==> config.mk <==
export PLATFORM = sky130hd
export DESIGN_NAME = conv_window_feeder
export DESIGN_NICKNAME = d
export VERILOG_FILES = /design/src/rtl/conv_window_feeder.sv
export SDC_FILE = /design/constraint.sdc
export NUM_CORES = 1
export LEC_CHECK = 0
export CAP_MARGIN = 20
export CELL_PAD_IN_SITES_DETAIL_PLACEMENT = 1
export CELL_PAD_IN_SITES_GLOBAL_PLACEMENT = 1
export CORE_MARGIN = 2
export CORE_UTILIZATION = 43
export CTS_CLUSTER_SIZE = 30
export DETAILED_ROUTE_END_ITERATION = 10
export PLACE_DENSITY = 0.76
export SYNTH_ARGS = -nofsm -noshare
export SYNTH_HDL_FRONTEND = slang
export SYNTH_SLANG_ARGS = --single-unit
==> constraint.sdc <==
create_clock -name clk -period 4.08 [get_ports clk]
set_input_delay 0.612 -clock clk [delete_from_list [all_inputs] [get_ports clk]]
set_output_delay 0.612 -clock clk [all_outputs]
set_load 0.01 [all_outputs]
==> src/rtl/conv_window_feeder.sv <==
// conv_window_feeder
// Collects one frame (4 kernel weights followed by a 4x4 feature map, row-major)
// from a serial 4-bit stream, then presents the nine 2x2 windows of the map in
// raster order to an external combinational convolution block. It registers the
// result returned for each window.
//
// Frame timeline, with the 20th sample accepted at edge t:
//   [t,   t+1)   LOAD, internal "frame complete", window registers still 0
//   [t+1, t+10)  CONV, window k driven during [t+1+k, t+2+k)
//   [t+2, t+11)  out_valid, result k registered at edge t+2+k
// The state returns to IDLE while the last result is still on out_data. This
// allows the next frame to start in that same cycle.
module conv_window_feeder (
   input  logic       clk,
   input  logic       rst,
   input  logic       in_valid,
   input  logic [3:0] in_data,
   output logic [3:0] IFM_0,
   output logic [3:0] IFM_1,
   output logic [3:0] IFM_2,
   output logic [3:0] IFM_3,
   output logic [3:0] INW_0,
   output logic [3:0] INW_1,
   output logic [3:0] INW_2,
   output logic [3:0] INW_3,
   input  logic [9:0] Output,
   output logic       out_valid,
   output logic [9:0] out_data,
   output logic       busy
);

   typedef enum logic [1:0] {
      S_IDLE = 2'd0,
      S_LOAD = 2'd1,
      S_CONV = 2'd2
   } state_t;

   // The frame is 4 weights followed by 16 pixels. Storage slots 0..3 hold W
   // and slots 4..19 hold P.
   localparam logic [4:0] FRAME_LEN = 5'd20;
   localparam logic [3:0] LAST_WIN  = 4'd8;

   state_t      state_q, state_d;
   logic [4:0]  cnt_q, cnt_d;
   logic [3:0]  win_q, win_d;
   logic        accept;

   // Frame storage. It has no reset: every slot is rewritten before any window
   // is presented.
   logic [3:0]  mem_q [0:19];

   logic [3:0]  ifm_q [0:3];
   logic [3:0]  ifm_d [0:3];
   logic [3:0]  inw_q [0:3];
   logic [3:0]  inw_d [0:3];
   logic        out_valid_q, out_valid_d;
   logic [9:0]  out_data_q, out_data_d;
   logic        win_load;
   logic [3:0]  win_sel;

   // Storage slot of one tap of window 'win' (raster index 0..8 over a 3x3
   // grid of window origins). The origin pixel index is 4*r + c. This equals
   // win + r, where r = win / 3 is resolved by comparisons. Taps 0..3 are at
   // offsets 0, 1, 4 and 5 from the origin, and the pixels start at slot 4.
   function automatic logic [4:0] pix_addr(input logic [3:0] win, input logic [1:0] tap);
      logic [4:0] row_adj;
      logic [4:0] tap_off;
      if (win >= 4'd6)
         row_adj = 5'd2;
      else if (win >= 4'd3)
         row_adj = 5'd1;
      else
         row_adj = 5'd0;
      case (tap)
         2'd0:    tap_off = 5'd0;
         2'd1:    tap_off = 5'd1;
         2'd2:    tap_off = 5'd4;
         default: tap_off = 5'd5;
      endcase
      return 5'd4 + {1'b0, win} + row_adj + tap_off;
   endfunction

   // State, sample counter and window counter registers.
   always_ff @(posedge clk or posedge rst) begin
      if (rst) begin
         state_q <= S_IDLE;
         cnt_q   <= 5'd0;
         win_q   <= 4'd0;
      end else begin
         state_q <= state_d;
         cnt_q   <= cnt_d;
         win_q   <= win_d;
      end
   end

   // Next-state logic. Samples are accepted only in IDLE (which accepts W[0])
   // and in LOAD until all 20 are in. Input during CONV is ignored.
   always_comb begin
      state_d = state_q;
      cnt_d   = cnt_q;
      win_d   = win_q;
      accept  = 1'b0;
      case (state_q)
         S_IDLE: begin
            if (in_valid) begin
               accept  = 1'b1;
               cnt_d   = 5'd1;
               state_d = S_LOAD;
            end
         end
         S_LOAD: begin
            if (cnt_q == FRAME_LEN) begin
               state_d = S_CONV;
               cnt_d   = 5'd0;
               win_d   = 4'd0;
            end else if (in_valid) begin
               accept = 1'b1;
               cnt_d  = cnt_q + 5'd1;
            end
         end
         S_CONV: begin
            if (win_q == LAST_WIN) begin
               state_d = S_IDLE;
               win_d   = 4'd0;
            end else begin
               win_d = win_q + 4'd1;
            end
         end
         default: begin
            state_d = S_IDLE;
            cnt_d   = 5'd0;
            win_d   = 4'd0;
         end
      endcase
   end

   // Output decode: the next window contents and the result capture.
   // Window registers are loaded one cycle ahead of CONV. They therefore
   // always show the window that matches win_q, and they return to zero
   // together with the state.
   always_comb begin
      win_load = 1'b0;
      win_sel  = 4'd0;
      if (state_q == S_LOAD && cnt_q == FRAME_LEN) begin
         win_load = 1'b1;
         win_sel  = 4'd0;
      end else if (state_q == S_CONV && win_q != LAST_WIN) begin
         win_load = 1'b1;
         win_sel  = win_q + 4'd1;
      end
      for (int k = 0; k < 4; k++) begin
         ifm_d[k] = win_load ? mem_q[pix_addr(win_sel, 2'(k))] : 4'd0;
         inw_d[k] = win_load ? mem_q[k] : 4'd0;
      end
      out_valid_d = (state_q == S_CONV);
      out_data_d  = (state_q == S_CONV) ? Output : 10'd0;
   end

   // Frame storage write, addressed by the running sample count.
   always_ff @(posedge clk) begin
      if (accept)
         mem_q[cnt_q] <= in_data;
   end

   // Registered window, weight and result outputs. Reset clears them at once.
   always_ff @(posedge clk or posedge rst) begin
      if (rst) begin
         for (int k = 0; k < 4; k++) begin
            ifm_q[k] <= 4'd0;
            inw_q[k] <= 4'd0;
         end
         out_valid_q <= 1'b0;
         out_data_q  <= 10'd0;
      end else begin
         for (int k = 0; k < 4; k++) begin
            ifm_q[k] <= ifm_d[k];
            inw_q[k] <= inw_d[k];
         end
         out_valid_q <= out_valid_d;
         out_data_q  <= out_data_d;
      end
   end

   assign IFM_0     = ifm_q[0];
   assign IFM_1     = ifm_q[1];
   assign IFM_2     = ifm_q[2];
   assign IFM_3     = ifm_q[3];
   assign INW_0     = inw_q[0];
   assign INW_1     = inw_q[1];
   assign INW_2     = inw_q[2];
   assign INW_3     = inw_q[3];
   assign out_valid = out_valid_q;
   assign out_data  = out_data_q;
   assign busy      = (state_q != S_IDLE);

endmodule

==> impl_metrics.toml, run 1 <==
[outcome]
status = "finished clean"

[critical_path]
crit_required_ns = 4.39
cp-start-kind = "flip-flop"
timing.rr.start = "win_q[0]"
worstPathArrival_ns = 4.37
crit_type = "flip-flop to flip-flop"
cp_common_cell = "mux4_2"
critical_path.endpoint_type = "flip-flop"
r2r_slack_ns = 0.02
crit_chain = "inv_1 > ha_1 > nand2_2 > o21ai_1 > nor2_2 > nand2_1 > a21oi_1 > ha_2 > fa_1 > ha_4 > buf_12 > mux4_2 > mux4_2 > a31o_2"
cp_max_fo = 11
cpPeakStageDelay_ns = 0.55
r2r_end = "IFM_1[2]"
cp_slowest_cell = "mux4_2"
reg2reg_depth = 14

[placement]
io_buffers = 60
routabilityCongestion = 0.852
hpwlAfterDp_um = 12300

[power_and_ir_drop]
p_seq_share_pct = 48.2
switchingPower_mw = 0.918
clkPwrFrac_pct = 38.7
p_int_mw = 2.48
sw_frac_of_total_pct = 27.0
power-per-cell-area_nw_per_um2 = 425
pwr-share-comb_pct = 13.1
vdd_drop_max_v = 0.000266
p_leak_nw = 3.02

[drt]
drc = 0
drtIter0Drc = 359
first_pass_iters = 5
wl_per_cell_um = 24.4
via_per_inst = 5.80
ant_nets = 0
routed_wl_um = 17600
vias = 4197

[die]
die-area_um2 = 16100
core-area_um2 = 14600
row_count = 44
ios = 61
die_h_um = 127
initial_core_util_pct = 44.3
die_w_um = 127

[synth]
yosysSeqAreaShare_pct = 57.8
synth-seq-cells = 134
netlist_area_um2 = 6490
avgSynthCellArea_um2 = 14.5
synth.distinct_cells = 49
ys_warn_count = 0
syn_inst = 448
syn-num-nets = 476
synth_edf_count = 80
ys.flop_type = "edfxtp_1"
async_flop_share_pct = 40.3

[run]
maxCapViolCount = 0

[sta]
slew_viol_final = 0
maxSlewHeadroom_pct = 44.5
fin_hold_ws_ns = 0.541
finalSetupTns_ns = 0
setup_viol = 0
max_slew.worst_pin.slew_ns = 0.833
max_clock_freq_mhz = 246
hold_viol_final = 0
layout_min_cycle_time_ns = 4.06
fin_skew_ns = 0.00823
finalCritPeriodShare_pct = 99.5

[layout]
postLayoutCoreUtil_pct = 54.7
antenna_cells = 0
drive_gt1_share_pct = 22.1
fin_nets = 555
area_growth_pct = 23.3

[hold_path]
whs_endpoint = "INW_1[0]"
whs_path_depth = 1
min_path_type = "flip-flop to flip-flop"
hp-start = "mem_q[1][0]"

[clock_tree]
cts_made_buffers = 17
clk_pin_slew_ns = 0.06
root_buffer = "clkbuf_16"
worstSkewPairLatency_ns = 0.42
postCtsHoldBufs = 0
cts_tree = "done"
clockBufferDepth = 2
clock_sinks = 134
htreeDepth = 4

[global_routing]
grt.overflow.total = 0
grt_pass1_vias = 4523
grt_start_max_net_pins = 45
grt_pass1_wl_um = 27000
groute.usage.overall_pct = 22.6
antenna_found_initial = 0
## area by class of cell
cell class,count,area (um2)
timing repair buffer,83,827
fill,1412,6640
inverter,11,41.3
sequential,134,3750
multi-input combinational,280,2650
tap,184,230
clock inverter,10,60.1
clock buffer,21,440
## flip-flops by register name, summed over array words and instances, names as in the netlist
register and count:
win_q 4, INW_1 4, IFM_0 4, IFM_3 4, INW_3 4, out_valid 1, INW_2 4, cnt_q 5
INW_0 4, IFM_2 4, out_data 10, IFM_1 4, state_q 2, mem_q 80
## Yosys cell counts (2+ instances only)
| cell type | number | share of area, % |
|---|---|---|
| a21o_1 | 2 | 0.23 |
| a21oi_1 | 9 | 0.69 |
| a22o_1 | 2 | 0.27 |
| and2_1 | 28 | 2.7 |
| buf_1 | 3 | 0.17 |
| buf_2 | 5 | 0.39 |
| clkbuf_1 | 14 | 0.81 |
| dfrtp_1 | 54 | 21 |
| edfxtp_1 | 80 | 37 |
| ha_1 | 10 | 1.9 |
| inv_1 | 8 | 0.46 |
| inv_2 | 3 | 0.17 |
| mux2_2 | 13 | 2.3 |
| mux2i_1 | 23 | 3.5 |
| mux4_1 | 9 | 3.6 |
| mux4_2 | 34 | 12 |
| nand2_1 | 33 | 1.9 |
| nand3_1 | 10 | 0.77 |
| nand3b_1 | 2 | 0.23 |
| nor2_1 | 38 | 2.2 |
| nor2_2 | 2 | 0.19 |
| o21a_1 | 3 | 0.35 |
| o21ai_0 | 21 | 1.6 |
| o22ai_1 | 8 | 0.77 |
| xnor2_1 | 7 | 0.94 |
| xor2_1 | 4 | 0.54 |
## timing repair
item,CTS,global route
hold endpoints to repair,0,0
pin swaps,1,2
gates resized for setup,5,9
setup buffers,0,1
endpoints found under the setup margin,1,12
gates cloned,0,1
## how the worst max path moves through the flow
stage | start | endpoint | slack [ns] | cells after the start
floorplan | win_q[0] | IFM_1[2] | 0.01 | 16
finish | win_q[0] | IFM_1[2] | 0.02 | 14
detailed placement | win_q[0] | IFM_1[2] | 0.06 | 13
global placement | win_q[0] | IFM_1[2] | 0.14 | 15
CTS | win_q[0] | IFM_1[2] | 0.04 | 14
global route | win_q[0] | IFM_3[1] | -0.17 | 16
## layout by cell type, fill, tap and decap left out, drive strengths merged, types with 8 or more instances in the layout
master	instances
a21oi	9
and2	28
buf	22
clkbuf	22
clkdlybuf4s50	60
dfrtp	54
edfxtp	80
ha	10
inv	11
mux2	13
mux2i	23
mux4	43
nand2	34
nand3	10
nor2	40
o21ai	22
o22ai	8
## layer usage
layer | vias to the layer above | global-route usage, % | share of wire, %
met2 | 161 | 37.9 | 50
met5 | - | 0 | 0
li1 | 1842 | - | -
met1 | 2161 | 28.8 | 40
met4 | 0 | 8.21 | 3.0
met3 | 33 | 5.36 | 6.2
## critical path: cells and delay by family (launching register included)
| kind | cells | cell delay, ns |
|---|---|---|
| buffers and inverters | 2 | 0.24 |
| flip-flops | 1 | 0.39 |
| AO/OA/AOI/OAI | 3 | 0.56 |
| adder cells (fa/ha/maj) | 4 | 1.31 |
| AND/OR/NAND/NOR | 3 | 0.42 |
| multiplexers | 2 | 1.03 |
## stage by stage
stage	instance area [um2]	cells	setup WS [ns]	total power [mW]
after floorplan	6490	448	0.0130	1.89
after global placement	7410	690	0.143	2.07
after detailed placement	7410	690	0.0569	2.09
after CTS	7930	721	0.0436	3.41
after global routing	8010	723	-0.174	3.53
final	8010	723	0.0199	3.40
## cell families after synthesis
logic type	synth area share [%]
xor gates and xnor gates	1.83
AOI/OAI and AO/OA	5.55
adders and majority gates	2.24
muxes	21.2
DFF	57.8
buffers and inverters	2.12
and+or+nand+nor	9.21
## power groups by stage
stage	Clock [mW]	Combinational [mW]	Sequential, mW
after floorplan	0	0.281	1.61
after global placement	0	0.414	1.65
after detailed placement	0	0.431	1.66
after CTS	1.34	0.439	1.64
after global routing	1.39	0.482	1.65
final	1.32	0.446	1.64
(Power assumes the default switching activity.)
==> inputs of run 2 (changes only) <==
==> constraint.sdc (replaced) <==
create_clock -name clk -period 4.08 [get_ports clk]
set_input_delay 0.612 -clock clk [delete_from_list [all_inputs] [get_ports clk]]
set_output_delay 0.612 -clock clk [all_outputs]
set_load 0.1 [all_outputs]
==> run 2 against run 1 <==
  * Clock skew is 0.00084 ns lower
  * Sequential cell count stayed put
  * Clock-buffer cell count is 1 lower
  * Fmax is 3.0% higher
  * Cell count is 0.28% lower
  * Routed wire length is 4.1% lower
  * Via count is 1.1% lower
  * Sequential share of layout area is 0.12 points lower
  * Critical endpoint unchanged
==> impl_metrics.toml, run 2 (same netlist as run 1, synthesis figures left out) <==
[outcome]
status = "finished clean"

[layout]
largest_register_ffs = 80
fin_nets = 553
top_register = "mem_q"
drive_gt1_share_pct = 21.2
layout_common_cells = "edfxtp_1 (80), clkdlybuf4s50_1 (60), dfrtp_1 (53)"
postLayoutCoreUtil_pct = 54.8
instances_no_fill = 721
post-route-cell-area_um2 = 8030
antenna_cells = 0
layout_commonest_cell = "edfxtp_1"
area_growth_pct = 23.6

[critical_path]
cp_slowest_cell = "mux4_2"
crit_required_ns = 4.40
worstPathArrival_ns = 4.26
cp-start-kind = "flip-flop"
crit_start = "win_q[0]"
crit_chain = "ha_1 > nor2b_4 > o21ai_1 > a21oi_2 > a21oi_1 > ha_2 > fa_1 > ha_1 > buf_12 > mux4_2 > mux4_2 > a31o_2"
path_buf_inv = 1
crit_type = "flip-flop to flip-flop"
critical_path.endpoint_type = "flip-flop"
timing.rr.start = "win_q[0]"
path_delay_family = "adder cells"
cp_max_fo = 22
cpPeakStageDelay_ns = 0.57

[clock_tree]
clk_pin_slew_ns = 0.06
root_buffer = "clkbuf_16"
cts_made_buffers = 17
htreeDepth = 4
cts_tree = "done"
postCtsHoldBufs = 0
clock_sinks = 134
clockBufferDepth = 2
worstSkewPairLatency_ns = 0.42

[sta]
maxSlewHeadroom_pct = 31.5
finalCritPeriodShare_pct = 96.6
finalWorstSetupSlack_ns = 0.137
max_slew.worst_pin.slew_ns = 1.02
setup_viol = 0
max_clock_freq_mhz = 254
layout_min_cycle_time_ns = 3.94
finalSetupTns_ns = 0
slew_viol_final = 0
hold_viol_final = 0
fin_skew_ns = 0.00738

[placement]
routabilityCongestion = 0.852
io_buffers = 60
post_dp_cell_area_um2 = 7400
hpwlAfterDp_um = 12200
dp_cells = 689
place_ws_ns = 0.0131

[drt]
wl_per_cell_um = 23.5
routed_wl_um = 16900
ant_nets = 0
drtIter0Drc = 280
drc = 0
vias = 4152
via_per_inst = 5.76
first_pass_iters = 4

[hold_path]
hp-start = "mem_q[0][3]"
min_path_type = "flip-flop to flip-flop"

[global_routing]
grt_start_max_net_pins = 45
antenna_found_initial = 0
grt_pass1_vias = 4535
groute.usage.overall_pct = 22.0
grt.overflow.total = 0
grt_pass1_wl_um = 26300

[die]
die-area_um2 = 16100
die_h_um = 127
ios = 61
row_count = 44
initial_core_util_pct = 44.3
die_w_um = 127
core-area_um2 = 14600

[power_and_ir_drop]
p_leak_nw = 3.03
power-per-cell-area_nw_per_um2 = 456
vdd_drop_max_v = 0.000280

[run]
maxCapViolCount = 0
==> run 2: cell types whose count changed in the layout (fill, tap and decap cells not counted) <==
cell / before / now
clkinv_1: 1 / 4
bufinv_16: 0 / 3
o21ai_0: 20 / 19
ha_1: 8 / 9
clkinvlp_4: 3 / 2
clkinv_2: 5 / 1
buf_6: 3 / 2
ha_4: 1 / 0
clkbuf_1: 4 / 3
o21ai_1: 2 / 3
clkbuf_16: 18 / 17
==> run 2: timing repair <==
| item | CTS | global route |
|---|---|---|
| endpoints found under the hold margin | 0 | 0 |
| gates resized for setup | 2 | 10 |
| setup endpoints to repair | 4 | 11 |
| pin swaps | 0 | 1 |
| setup buffers | 0 | 1 |
==> run 2: per-stage QoR <==
step	total power, mW	hold slack (ns)
finish	3.66	0.524
floorplan	1.99	0.468
global placement	2.16	0.515
global route	3.80	0.549
detailed placement	2.18	0.518
CTS	3.70	0.536
==> run 2: report_power, final <==
part           switching [mW]  internal (mW)
clock                   0.554          0.946
combinational           0.354          0.174
sequential             0.0916           1.54
total                    1.00           2.66
==> run 2: layout make-up <==
cell class / instances / area (um2)
Multi-Input combinational cell: 280 / 2640
Timing Repair Buffer: 81 / 791
Clock buffer: 20 / 437
Tap cell: 184 / 230
Inverter: 11 / 41.3
Sequential cell: 134 / 3750
Fill cell: 1416 / 6620
Clock inverter: 11 / 134
==> run 2: worst paths after layout <==
path	slack [ns]	end	depth (start not counted)
max	0.14	IFM_1[2]	12
min	0.52	INW_0[3]	1
max reg2reg	0.14	IFM_1[2]	12
min reg2reg	0.52	INW_0[3]	1
max in group asynchronous	2.65	INW_3[1]	3
min in group asynchronous	0.67	out_data[7]	2
==> run 2: routing by layer <==
| metal | routed length [um] | part of all wire, % | global-route usage (%) | vias to the layer above |
|---|---|---|---|---|
| met3 | 897 | 5.3 | 4.93 | 31 |
| met1 | 7180 | 42 | 28.6 | 2145 |
| met4 | 481 | 2.8 | 9.18 | 0 |
| li1 | - | - | - | 1843 |
| met5 | 0 | 0 | 0 | - |
| met2 | 8360 | 49 | 36.0 | 133 |
==> inputs of run 3 (changes only) <==
--- a/config.mk
+++ b/config.mk
@@ -13,6 +13,7 @@
 export CTS_CLUSTER_SIZE = 30
 export DETAILED_ROUTE_END_ITERATION = 10
 export PLACE_DENSITY = 0.76
+export SKIP_LAST_GASP = 1
 export SYNTH_ARGS = -nofsm -noshare
 export SYNTH_HDL_FRONTEND = slang
 export SYNTH_SLANG_ARGS = --single-unit
==> results of run 3 <==
Same layout as run 2: the final DEF is identical, and so are final timing and power.
